$ cat src/rtl/eth_cfg_regs_pkg.sv
// Shared constants, FSM state types and the byte-strobe merge helper for the
// Ethernet/UDP stack configuration register bank.
package eth_cfg_regs_pkg;

  localparam logic [3:0] OFF_ID      = 4'h0;
  localparam logic [3:0] OFF_CTRL    = 4'h1;
  localparam logic [3:0] OFF_MAC_LO  = 4'h2;
  localparam logic [3:0] OFF_MAC_HI  = 4'h3;
  localparam logic [3:0] OFF_IP      = 4'h4;
  localparam logic [3:0] OFF_GATEWAY = 4'h5;
  localparam logic [3:0] OFF_SUBNET  = 4'h6;
  localparam logic [3:0] OFF_STATUS  = 4'h7;
  localparam logic [3:0] OFF_FCS_CNT = 4'h8;
  localparam logic [3:0] OFF_OVF_CNT = 4'h9;

  localparam logic [1:0] RESP_OKAY   = 2'b00;
  localparam logic [1:0] RESP_SLVERR = 2'b10;
  localparam logic [1:0] RESP_DECERR = 2'b11;

  localparam int CTRL_SCREAMER = 0;
  localparam int CTRL_CLR_ARP  = 1;
  localparam int CTRL_CLR_CNT  = 2;
  localparam int STATUS_FCS    = 0;
  localparam int STATUS_OVF    = 1;

  typedef enum logic {W_IDLE, W_RESP} wr_state_t;
  typedef enum logic {R_IDLE, R_DATA} rd_state_t;

  function automatic logic [31:0] apply_strb(input logic [31:0] old_val,
                                             input logic [31:0] new_val,
                                             input logic [3:0]  strb);
    logic [31:0] res;
    res = old_val;
    for (int i = 0; i < 4; i++) begin
      if (strb[i]) res[8*i +: 8] = new_val[8*i +: 8];
    end
    return res;
  endfunction

endpackage

$ cat src/rtl/sat_event_counter.sv
// Saturating event counter; clear and increment together yield 1.
// One-cycle update latency, no backpressure.
module sat_event_counter #(
  parameter int WIDTH = 32
) (
  input  logic             clk,
  input  logic             reset,
  input  logic             inc,
  input  logic             clr,
  output logic [WIDTH-1:0] count
);

  always_ff @(posedge clk) begin
    if (reset) begin
      count <= '0;
    end else if (clr) begin
      count <= inc ? WIDTH'(1) : '0;
    end else if (inc && (count != {WIDTH{1'b1}})) begin
      count <= count + WIDTH'(1);
    end
  end

endmodule

$ cat src/rtl/eth_cfg_axil_regs.sv
// AXI-Lite register bank configuring/monitoring the Ethernet/UDP stack.
// B/R valid one cycle after the completing handshake; responses held until bready/rready.
module eth_cfg_axil_regs
  import eth_cfg_regs_pkg::*;
#(
  parameter logic [31:0] ID_VALUE      = 32'h4554_0001,
  parameter logic [47:0] RESET_MAC     = 48'h02_00_00_00_00_01,
  parameter logic [31:0] RESET_IP      = 32'hC0A8_0180,
  parameter logic [31:0] RESET_GATEWAY = 32'hC0A8_0101,
  parameter logic [31:0] RESET_SUBNET  = 32'hFFFF_FF00,
  parameter int          ADDR_WIDTH    = 6
) (
  input  logic                  clk,
  input  logic                  reset,
  input  logic [ADDR_WIDTH-1:0] axil_awaddr,
  input  logic                  axil_awvalid,
  output logic                  axil_awready,
  input  logic [31:0]           axil_wdata,
  input  logic [3:0]            axil_wstrb,
  input  logic                  axil_wvalid,
  output logic                  axil_wready,
  output logic [1:0]            axil_bresp,
  output logic                  axil_bvalid,
  input  logic                  axil_bready,
  input  logic [ADDR_WIDTH-1:0] axil_araddr,
  input  logic                  axil_arvalid,
  output logic                  axil_arready,
  output logic [31:0]           axil_rdata,
  output logic [1:0]            axil_rresp,
  output logic                  axil_rvalid,
  input  logic                  axil_rready,
  input  logic                  bad_fcs,
  input  logic                  fifo_overflow,
  output logic [47:0]           local_mac,
  output logic [31:0]           local_ip,
  output logic [31:0]           gateway_ip,
  output logic [31:0]           subnet_mask,
  output logic                  clear_arp_cache,
  output logic                  screamer_enable
);

  wr_state_t   wr_state;
  rd_state_t   rd_state;
  logic        aw_held, w_held, aw_hs, w_hs, wr_fire, wr_ok, clr_cnt;
  logic [3:0]  aw_off_q, wr_strb_q, wr_off, wr_strb, rd_off;
  logic [31:0] wr_dat_q, wr_dat, mac_hi_wr, rd_dat, fcs_cnt, ovf_cnt;
  logic [1:0]  wr_resp, rd_resp, sticky, sticky_clr;
  logic        unused_addr;

  assign unused_addr = ^{axil_awaddr, axil_araddr};

  // The completing channel may be presented this cycle, so merge held and live beats.
  always_comb begin
    aw_hs   = axil_awvalid & axil_awready;
    w_hs    = axil_wvalid & axil_wready;
    wr_off  = aw_held ? aw_off_q : axil_awaddr[5:2];
    wr_dat  = w_held ? wr_dat_q : axil_wdata;
    wr_strb = w_held ? wr_strb_q : axil_wstrb;
    wr_fire = (wr_state == W_IDLE) && (aw_held || aw_hs) && (w_held || w_hs);
    case (wr_off)
      OFF_ID, OFF_FCS_CNT, OFF_OVF_CNT: wr_resp = RESP_SLVERR;
      OFF_CTRL, OFF_MAC_LO, OFF_MAC_HI, OFF_IP,
      OFF_GATEWAY, OFF_SUBNET, OFF_STATUS: wr_resp = RESP_OKAY;
      default: wr_resp = RESP_DECERR;
    endcase
    wr_ok      = wr_fire && (wr_resp == RESP_OKAY);
    clr_cnt    = wr_ok && (wr_off == OFF_CTRL) && wr_strb[0] && wr_dat[CTRL_CLR_CNT];
    sticky_clr = (wr_ok && (wr_off == OFF_STATUS) && wr_strb[0])
                 ? wr_dat[STATUS_OVF:STATUS_FCS] : 2'b00;
    mac_hi_wr  = apply_strb({16'h0, local_mac[47:32]}, wr_dat, {2'b00, wr_strb[1:0]});
  end

  always_ff @(posedge clk) begin
    if (reset) begin
      wr_state     <= W_IDLE;
      aw_held      <= 1'b0;
      w_held       <= 1'b0;
      aw_off_q     <= '0;
      wr_dat_q     <= '0;
      wr_strb_q    <= '0;
      axil_awready <= 1'b1;
      axil_wready  <= 1'b1;
      axil_bvalid  <= 1'b0;
      axil_bresp   <= RESP_OKAY;
    end else begin
      case (wr_state)
        W_IDLE: begin
          if (aw_hs) begin
            aw_held      <= 1'b1;
            aw_off_q     <= axil_awaddr[5:2];
            axil_awready <= 1'b0;
          end
          if (w_hs) begin
            w_held      <= 1'b1;
            wr_dat_q    <= axil_wdata;
            wr_strb_q   <= axil_wstrb;
            axil_wready <= 1'b0;
          end
          if (wr_fire) begin
            wr_state     <= W_RESP;
            aw_held      <= 1'b0;
            w_held       <= 1'b0;
            axil_awready <= 1'b0;
            axil_wready  <= 1'b0;
            axil_bvalid  <= 1'b1;
            axil_bresp   <= wr_resp;
          end
        end
        W_RESP: begin
          if (axil_bready) begin
            wr_state     <= W_IDLE;
            axil_bvalid  <= 1'b0;
            axil_awready <= 1'b1;
            axil_wready  <= 1'b1;
          end
        end
        default: wr_state <= W_IDLE;
      endcase
    end
  end

  always_ff @(posedge clk) begin
    if (reset) begin
      local_mac       <= RESET_MAC;
      local_ip        <= RESET_IP;
      gateway_ip      <= RESET_GATEWAY;
      subnet_mask     <= RESET_SUBNET;
      screamer_enable <= 1'b0;
      clear_arp_cache <= 1'b0;
      sticky          <= 2'b00;
    end else begin
      clear_arp_cache <= wr_ok && (wr_off == OFF_CTRL) && wr_strb[0] && wr_dat[CTRL_CLR_ARP];
      // Event OR-ed in after the W1C mask so a coincident event wins.
      sticky <= (sticky & ~sticky_clr) | {fifo_overflow, bad_fcs};
      if (wr_ok) begin
        case (wr_off)
          OFF_CTRL:    if (wr_strb[0]) screamer_enable <= wr_dat[CTRL_SCREAMER];
          OFF_MAC_LO:  local_mac[31:0] <= apply_strb(local_mac[31:0], wr_dat, wr_strb);
          OFF_MAC_HI:  local_mac[47:32] <= mac_hi_wr[15:0];
          OFF_IP:      local_ip <= apply_strb(local_ip, wr_dat, wr_strb);
          OFF_GATEWAY: gateway_ip <= apply_strb(gateway_ip, wr_dat, wr_strb);
          OFF_SUBNET:  subnet_mask <= apply_strb(subnet_mask, wr_dat, wr_strb);
          default: ;
        endcase
      end
    end
  end

  sat_event_counter #(.WIDTH(32)) u_fcs_cnt (
    .clk(clk), .reset(reset), .inc(bad_fcs), .clr(clr_cnt), .count(fcs_cnt)
  );

  sat_event_counter #(.WIDTH(32)) u_ovf_cnt (
    .clk(clk), .reset(reset), .inc(fifo_overflow), .clr(clr_cnt), .count(ovf_cnt)
  );

  always_comb begin
    rd_off  = axil_araddr[5:2];
    rd_resp = RESP_OKAY;
    case (rd_off)
      OFF_ID:      rd_dat = ID_VALUE;
      OFF_CTRL:    rd_dat = {31'b0, screamer_enable};
      OFF_MAC_LO:  rd_dat = local_mac[31:0];
      OFF_MAC_HI:  rd_dat = {16'b0, local_mac[47:32]};
      OFF_IP:      rd_dat = local_ip;
      OFF_GATEWAY: rd_dat = gateway_ip;
      OFF_SUBNET:  rd_dat = subnet_mask;
      OFF_STATUS:  rd_dat = {30'b0, sticky};
      OFF_FCS_CNT: rd_dat = fcs_cnt;
      OFF_OVF_CNT: rd_dat = ovf_cnt;
      default: begin
        rd_dat  = 32'h0;
        rd_resp = RESP_DECERR;
      end
    endcase
  end

  always_ff @(posedge clk) begin
    if (reset) begin
      rd_state     <= R_IDLE;
      axil_arready <= 1'b1;
      axil_rvalid  <= 1'b0;
      axil_rdata   <= '0;
      axil_rresp   <= RESP_OKAY;
    end else begin
      case (rd_state)
        R_IDLE: begin
          if (axil_arvalid) begin
            rd_state     <= R_DATA;
            axil_arready <= 1'b0;
            axil_rvalid  <= 1'b1;
            axil_rdata   <= rd_dat;
            axil_rresp   <= rd_resp;
          end
        end
        R_DATA: begin
          if (axil_rready) begin
            rd_state     <= R_IDLE;
            axil_rvalid  <= 1'b0;
            axil_arready <= 1'b1;
          end
        end
        default: rd_state <= R_IDLE;
      endcase
    end
  end

endmodule
$ cat config.mk
export PLATFORM = sky130hd
export DESIGN_NAME = eth_cfg_axil_regs
export DESIGN_NICKNAME = d
export VERILOG_FILES = /design/src/rtl/eth_cfg_regs_pkg.sv /design/src/rtl/sat_event_counter.sv /design/src/rtl/eth_cfg_axil_regs.sv
export SDC_FILE = /design/constraint.sdc
export NUM_CORES = 1
export LEC_CHECK = 0
export ABC_CLOCK_PERIOD_IN_PS = 2900
export CAP_MARGIN = 10
export CORE_ASPECT_RATIO = 1.5
export CORE_MARGIN = 1.5
export CORE_UTILIZATION = 52
export DETAILED_ROUTE_END_ITERATION = 7
export PLACE_DENSITY_LB_ADDON = 0.2
export SLEW_MARGIN = 20
export SYNTH_ARGS = -nofsm -noshare
export SYNTH_HDL_FRONTEND = slang
export SYNTH_SLANG_ARGS = --single-unit
$ cat constraint.sdc
create_clock -name clk -period 2.9 [get_ports clk]
set_input_delay 0.29 -clock clk [delete_from_list [all_inputs] [get_ports clk]]
set_output_delay 0.29 -clock clk [all_outputs]
set_load 0.005 [all_outputs]
==> qor.yml, run 1 <==
drv_cap: 0
grt_overflow_total: 0
critical_path.cell_chain: "mux2_2, nor4_4, buf_4, nand4_2, a211o_1"
layout.filler_cells: 2116
antenna_cells: 0
vias: 12500
drt-wirelength-per-cell_um: 20.6
yosys_most_used_dff: "dfxtp_1"
synth_area_mm2: 0.0135
yosys.area_share.adder_pct: 0.185
route.antenna.remaining_nets: 0
syn_area_per_cell_um2: 9.09
post-synth-top-area-cell: "dfxtp_1"
tritoncts_clock_tree: "yes"
syn-instance-count: 1486
multi_input_comb_area_mm2: 0.00713
max_clock_freq_mhz: 391
final-setup-viol-count: 0
detailedPlacementHpwl_um: 31000
timing.critical_path.slowest_stage_cell: "dfxtp_1"
max-slew-margin-rel_pct: 29.6
design.core.area_mm2: 0.0257
ctsLongestPathBuffers: 3
setup.worst_path.class: "register to register"
largest_family_of_logic_cells_by_synthesized_area: "simple AND/OR/NAND/NOR gates"
clk_latency_ns: 0.55
floorplan.rows: 72
viasPerCell: 6.09
antenna_found_initial: 0
final_cell_mix: "dfxtp_1, clkdlybuf4s50_1, nor2_1"
synthesis.nets: 1545
first_global_vias: 12000
share_of_synthesized_area_occupied_by_flip_flops_and_latches_pct: 43.9
detail_route.wirelength_um: 42400
finClkSkew_ns: 0.0124
finalWeightedCongestion: 0.949
synth_simple_gate_area_share_pct: 20.9
outcome: "completed"
layout.core_utilization_pct: 67.1
layout_commonest_cell: "dfxtp_1"
ioPinCount: 244
critical_path.top_delay_family: "simple AND/OR/NAND/NOR gates"
total_leakage_power_nw: 6.56
clock_tree.htree_level_count: 1
cp_data_arrival_time_ns: 3.00
final.min_clock_period_ns: 2.56
number_of_buffer_and_inverter_stages_on_the_critical_path: 1
cts.repair_timing.setup_buffer_count: 0
seq_area_mm2: 0.00593
critPathRequiredTime_ns: 3.34
synth_top_area_share_pct: 43.9
fin_setup_tns_ns: 0
numPortBuffers: 239
numCtsBuffers: 28
drt_pre_antenna_iters: 8
drive_above_1_share_pct: 9.74
largest_net_degree_at_the_start_of_global_routing: 98
synthMuxAreaShare_pct: 12.5
die_w_um: 135
min_path_type: "input port to register"
setup_repair_after_global_routing_missed_its_margin: "false"
die_height_um: 200
number_of_enable_flip_flop_cells_after_synthesis: 0
cts.sinks: 296
cts_root_buf: "clkbuf_16"
worst_tran_pin_value_ns: 1.05
critical_path_peak_fanout: 21
grtUsageTotal_pct: 31.0
netlist_top_cells_area: "dfxtp_1, mux2i_1, nor2_1"
fp.dieArea_mm2: 0.0270
grt_pass1_wl_um: 66500
finish.net_count: 1763
synthToLayoutAreaGrowth_pct: 27.6
post_cts_hold_buffer_count: 0
cp_slowest_stage_delay_ns: 0.62
cts-resized-gates: 0
pwr_density_cell_mw_per_mm2: 531
starting_density_of_the_core_pct: 52.6
slew_viol_final: 0
cp-end-kind: "register"
period_share_pct: 88.2
area_fraction_in_compound_gates_after_synthesis_pct: 17.8
post_synth_num_cell_types: 65
detail_route.drc_violations: 0
power.ir.vdd_worst_uv: 488
synthesis.yosys.warnings: 0
setup.worst_path.start_class: "register"
yosys_register_bits: 296
finalHoldViolCount: 0
synth_xor_xnor_area_share_pct: 1.17
synthArstFlopShare_pct: 0
detailed_route_iter0_violations: 1304
clk_pin_slew_worst_paths_ns: 0.06
-- where the power goes --
group	internal [mW]	switching [mW]	total, mW
clock network	2.28	1.59	3.87
registers	4.16	0.0800	4.24
logic	0.413	0.621	1.03
total	6.86	2.29	9.15
-- layout make-up --
class	count	area share (%)
clock buffers	40	4.68
repair buffers	290	16.0
clock inverters	10	0.900
multi-input cells	1077	41.3
flip-flops and latches	296	34.4
well taps	333	2.42
inverters	11	0.240
-- cells in the mapped netlist (5+ instances only) --
master,n
or2_2,8
a21oi_1,111
dfxtp_1,296
xor2_1,7
mux2_2,30
nor2b_1,26
nand3b_1,23
o2bb2ai_1,14
nand3_1,37
mux2i_1,131
nand2b_1,6
nor3_1,18
o31ai_1,16
nand4_2,6
o21ai_1,19
nand2_1,146
a211oi_1,5
inv_1,11
buf_1,5
buf_2,17
or4_1,16
nor2_1,160
or2_0,5
or3_1,33
nand4_1,28
nor4_1,8
nand4_4,5
a22o_1,29
a211o_1,40
xnor2_1,11
and4_1,6
a222oi_1,28
clkbuf_1,74
o21ai_0,52
-- final timing paths --
check / end / start / slack (ns) / depth (start not counted)
min: axil_rvalid$_SDFFE_PP0P_ / reset / 0.20 / 2
min reg2reg: wr_dat_q[29]$_SDFFE_PP0P_ / wr_dat_q[29]$_SDFFE_PP0P_ / 0.45 / 2
max: subnet_mask[26]$_SDFFE_PP1P_ / aw_held$_SDFFE_PP0P_ / 0.34 / 5
max reg2reg: subnet_mask[26]$_SDFFE_PP1P_ / aw_held$_SDFFE_PP0P_ / 0.34 / 5
-- metal layers --
metal | global-route usage, % | part of all wire (%)
met1 | 40.0 | 41
met2 | 50.5 | 47
met3 | 4.91 | 7.1
met4 | 14.5 | 4.9
met5 | 0 | 0
-- kinds of logic after synthesis --
| kind of cell | count (synthesis) |
|---|---|
| XOR/XNOR | 18 |
| adder cells (fa/ha/maj) | 2 |
| AND/OR/NAND/NOR | 548 |
| buffers and inverters | 113 |
| AO/OA/AOI/OAI | 346 |
| flip-flops | 296 |
| multiplexers | 163 |
-- sequential cells by signal, summed over array words and instances (netlist names), 2 cells and up --
signal / count
local_mac: 48
axil_rdata: 32
gateway_ip: 32
local_ip: 32
subnet_mask: 32
u_fcs_cnt.count: 32
u_ovf_cnt.count: 32
wr_dat_q: 32
aw_off_q: 4
wr_strb_q: 4
axil_bresp: 2
sticky: 2
-- per-stage QoR --
step | instance area [um2] | total power, mW | hold WS, ns | instances | setup WS, ns
3_3_place_gp | 16300 | 5.33 | 0.438 | 2007 | 0.305
5_1_grt | 17200 | 9.44 | 0.242 | 2057 | 0.211
3_5_place_dp | 16300 | 5.35 | 0.445 | 2007 | 0.260
4_1_cts | 17200 | 9.17 | 0.219 | 2057 | 0.351
2_1_floorplan | 13500 | 4.96 | 0.426 | 1486 | 0.780
6_report | 17200 | 9.15 | 0.202 | 2057 | 0.342
No activity file was read; power rests on OpenSTA's default activity.
==> run 2: changes to the inputs <==
--- a/config.mk
+++ b/config.mk
@@ -15,4 +15,5 @@
 export SLEW_MARGIN = 20
 export SYNTH_ARGS = -nofsm -noshare
 export SYNTH_HDL_FRONTEND = slang
+export SYNTH_HIERARCHICAL = 1
 export SYNTH_SLANG_ARGS = --single-unit
==> run 2 against run 1 <==
Effect of this change: the run now ends with DRC left; combinational power is 8% higher; critical path depth is 5 higher; final cell count is 4.3% higher; non-clock buffer count is 17 higher; critical endpoint is now u_ovf_cnt/count[8]$_SDFFE_PP0P_; largest power group unchanged.
==> qor.yml, run 2 <==
outcome: "finished, violations left"
violations: "DRC"
setup.worst_path.class: "register to register"
launch_point_of_the_worst_hold_path: "reset"
synthMostInstantiatedCell: "dfxtp_1"
power.ir.vdd_worst_uv: 555  # +14%
finalWeightedCongestion: 0.944  # -0.54%
largest_family_of_logic_cells_by_synthesized_area: "simple AND/OR/NAND/NOR gates"
min_path_type: "input port to register"
total_design_power_mw: 9.12  # -0.31%
drv_cap: 0  # unchanged
critPathRequiredTime_ns: 3.35  # about the same
number_of_buffer_and_inverter_stages_on_the_critical_path: 1  # unchanged
synthesis.nets: 1625  # +5.2%
viasPerCell: 6.31  # +3.6%
clk_latency_ns: 0.56  # about the same
ioPinCount: 244  # unchanged
reg2reg_slack_ns: 0.18  # -0.16 ns
share_of_synthesized_area_occupied_by_flip_flops_and_latches_pct: 42.9  # -0.95 points
detail_route.wirelength_um: 47800  # +13%
grt_overflow_total: 0  # unchanged
fin_worst_hold_slack_ns: 0.138  # -0.0632 ns
vias: 13500  # +8.1%
r2r.worst_path.cells: 10  # +5
ctsLongestPathBuffers: 3  # unchanged
grtUsageTotal_pct: 34.0  # +3.0 points
yosys_most_used_dff: "dfxtp_1"
slew_viol_final: 0  # unchanged
total_leakage_power_nw: 6.24  # -4.7%
synth_xor_xnor_area_share_pct: 0.888  # -0.28 points
antenna_found_initial: 0  # unchanged
rr_endpoint: "u_ovf_cnt/count[8]$_SDFFE_PP0P_"
r2r_start: "aw_held$_SDFFE_PP0P_"
antenna_cells: 0  # unchanged
cts_root_buf: "clkbuf_16"
synth_area_mm2: 0.0138  # +2.2%
critical_path_peak_fanout: 7  # -67%
synth_simple_gate_area_share_pct: 23.7  # +2.8 points
layout_commonest_cell: "dfxtp_1"
cts.sinks: 296  # unchanged
post-synth-top-area-cell: "dfxtp_1"
cts.repair_timing.setup_buffer_count: 0  # unchanged
floorplan.rows: 72  # unchanged
route.antenna.remaining_nets: 0  # unchanged
largest_net_degree_at_the_start_of_global_routing: 156  # +59%
layout.filler_cells: 2125  # +0.43%
clk_pin_slew_worst_paths_ns: 0.06  # about the same
ys_top_cells_by_count: "dfxtp_1, nor2_1, nand2_1"
final_cell_mix: "dfxtp_1, clkdlybuf4s50_1, nor2_1"
top_register_by_number_of_flip_flops: "local_mac"
timing.critical_path.slowest_stage_cell: "or4_1"
synthArstFlopShare_pct: 0  # unchanged
cp-end-kind: "register"
finalHoldViolCount: 0  # unchanged
yosys_register_bits: 296  # unchanged
die_height_um: 203  # +1.1%
synthesis.yosys.warnings: 6  # +6
starting_density_of_the_core_pct: 53.2  # +0.61 points
detailedPlacementHpwl_um: 35600  # +15%
final_area_mm2: 0.0176  # +2.0%
fin_cells: 2146  # +4.3%
hold-path-cell-count: 2  # unchanged
finClkSkew_ns: 0.0107  # -0.00174 ns
clock_tree.htree_level_count: 1  # unchanged
post_cts_hold_buffer_count: 0  # unchanged
grt_pass1_wl_um: 73000  # +9.7%
setup_repair_after_global_routing_missed_its_margin: "false"
numCtsBuffers: 29  # +3.6%
layout.core_utilization_pct: 67.8  # +0.64 points
drt_pre_antenna_iters: 8  # unchanged
final.min_clock_period_ns: 2.72  # +0.160 ns
instance_area_at_placement_mm2: 0.0167  # +2.4%
min_to: "u_fcs_cnt/count[0]$_SDFFE_PP0P_"
timing.final.ws_setup_ns: 0.182  # -0.160 ns
synthMuxAreaShare_pct: 6.38  # -6.2 points
numPortBuffers: 239  # unchanged
worst_tran_pin_value_ns: 1.09  # +0.0402 ns
number_of_enable_flip_flop_cells_after_synthesis: 0  # unchanged
finish.net_count: 1854  # +5.2%
detail_route.drc_violations: 2  # +2
max_clock_freq_mhz: 368  # -5.9%
pwr_density_cell_mw_per_mm2: 519  # -2.3%
critical_path.top_delay_family: "simple AND/OR/NAND/NOR gates"
largest_reg_flops: 48  # unchanged
critical_path.cell_chain: "mux2_4, or4_1, nor2_2, nand2_1, nor2_2, buf_4, nor2_1, nand2_1, a31oi_1, a41o_1"
post_synth_num_cell_types: 72  # +11%
drive_above_1_share_pct: 10.1  # +0.35 points
cp_data_arrival_time_ns: 3.17  # +0.17 ns
syn-instance-count: 1566  # +5.4%
yosys.area_share.adder_pct: 0.181  # -0.0040 points
worstSetupPathDepth: 10  # +5
fin_setup_tns_ns: 0  # unchanged
tritoncts_clock_tree: "yes"
detailed_route_iter0_violations: 1417  # +8.7%
placedCellCount: 2097  # +4.5%
dp_slack_ns: 0.00698  # -0.253 ns
design.core.area_mm2: 0.0259  # +1.1%
setup.worst_path.start_class: "register"
synthToLayoutAreaGrowth_pct: 27.4
fp.dieArea_mm2: 0.0276  # +2.2%
area_fraction_in_compound_gates_after_synthesis_pct: 21.9  # +4.1 points
first_global_vias: 12600  # +5.6%
drt-wirelength-per-cell_um: 22.3  # +8.0%
syn_area_per_cell_um2: 8.82  # -3.0%
die_w_um: 136  # +1.1%
cp_slowest_stage_delay_ns: 0.53  # -0.09 ns
period_share_pct: 93.7  # +5.5 points
netlist_top_cells_area: "dfxtp_1, mux2i_1, nor2_1"
synth_top_area_share_pct: 42.9  # -0.95 points
final-setup-viol-count: 0  # unchanged
cts-resized-gates: 0  # unchanged
max-slew-margin-rel_pct: 26.9  # -2.7 points
## run 2: cell count changes in the layout (fill, tap and decap cells not counted), sizes merged, moves of 17 or more
cell / change
a211oi: +70
mux2i: -58
a211o: -39
a22oi: +28
and2: +25
nor3: +24
mux2: -17
## run 2: worst max path at each step
stage               slack [ns]            startpoint                                to
floorplan                 0.09  aw_held$_SDFFE_PP0P_   u_fcs_cnt/count[8]$_SDFFE_PP0P_
global route              0.08  aw_held$_SDFFE_PP0P_   u_ovf_cnt/count[8]$_SDFFE_PP0P_
finish                    0.18  aw_held$_SDFFE_PP0P_   u_ovf_cnt/count[8]$_SDFFE_PP0P_
global placement          0.06        axil_awaddr[5]   u_ovf_cnt/count[8]$_SDFFE_PP0P_
detailed placement       0.007        axil_awaddr[3]   u_ovf_cnt/count[8]$_SDFFE_PP0P_
CTS                       0.22  aw_held$_SDFFE_PP0P_  u_ovf_cnt/count[11]$_SDFFE_PP0P_
## run 2: report_power, final
| group | internal [mW] | switching [mW] | leakage [nW] |
|---|---|---|---|
| clock network | 2.16 | 1.59 | 0.455 |
| registers | 4.17 | 0.0859 | 2.40 |
| logic | 0.430 | 0.680 | 3.39 |
| total | 6.76 | 2.36 | 6.24 |
## run 2: cells by family after synthesis
| kind of cell | after synthesis |
|---|---|
| buf+inv | 120 |
| flops | 296 |
| simple gates | 607 |
| mux | 86 |
| compound gates | 441 |
| xor+xnor | 14 |
| fa+ha+maj | 2 |
## run 2: layer usage
| metal | routed length [um] | part of all wire, % | track usage [%] |
|---|---|---|---|
| met1 | 19000 | 40 | 42.9 |
| met2 | 23300 | 49 | 57.7 |
| met3 | 3290 | 6.9 | 4.87 |
| met4 | 2180 | 4.6 | 13.8 |
| met5 | 0 | 0 | 0 |
## run 2: layout make-up
cell class                      instances  area (um2)  area share [%]
Clock buffer                           43         838            4.77
Clock inverter                          6        87.6           0.498
Inverter                               11        41.3           0.235
Multi-Input combinational cell       1150        7340            41.7
Sequential cell                       296        5930            33.7
Tap cell                              333         417            2.37
Timing Repair Buffer                  307        2940            16.7
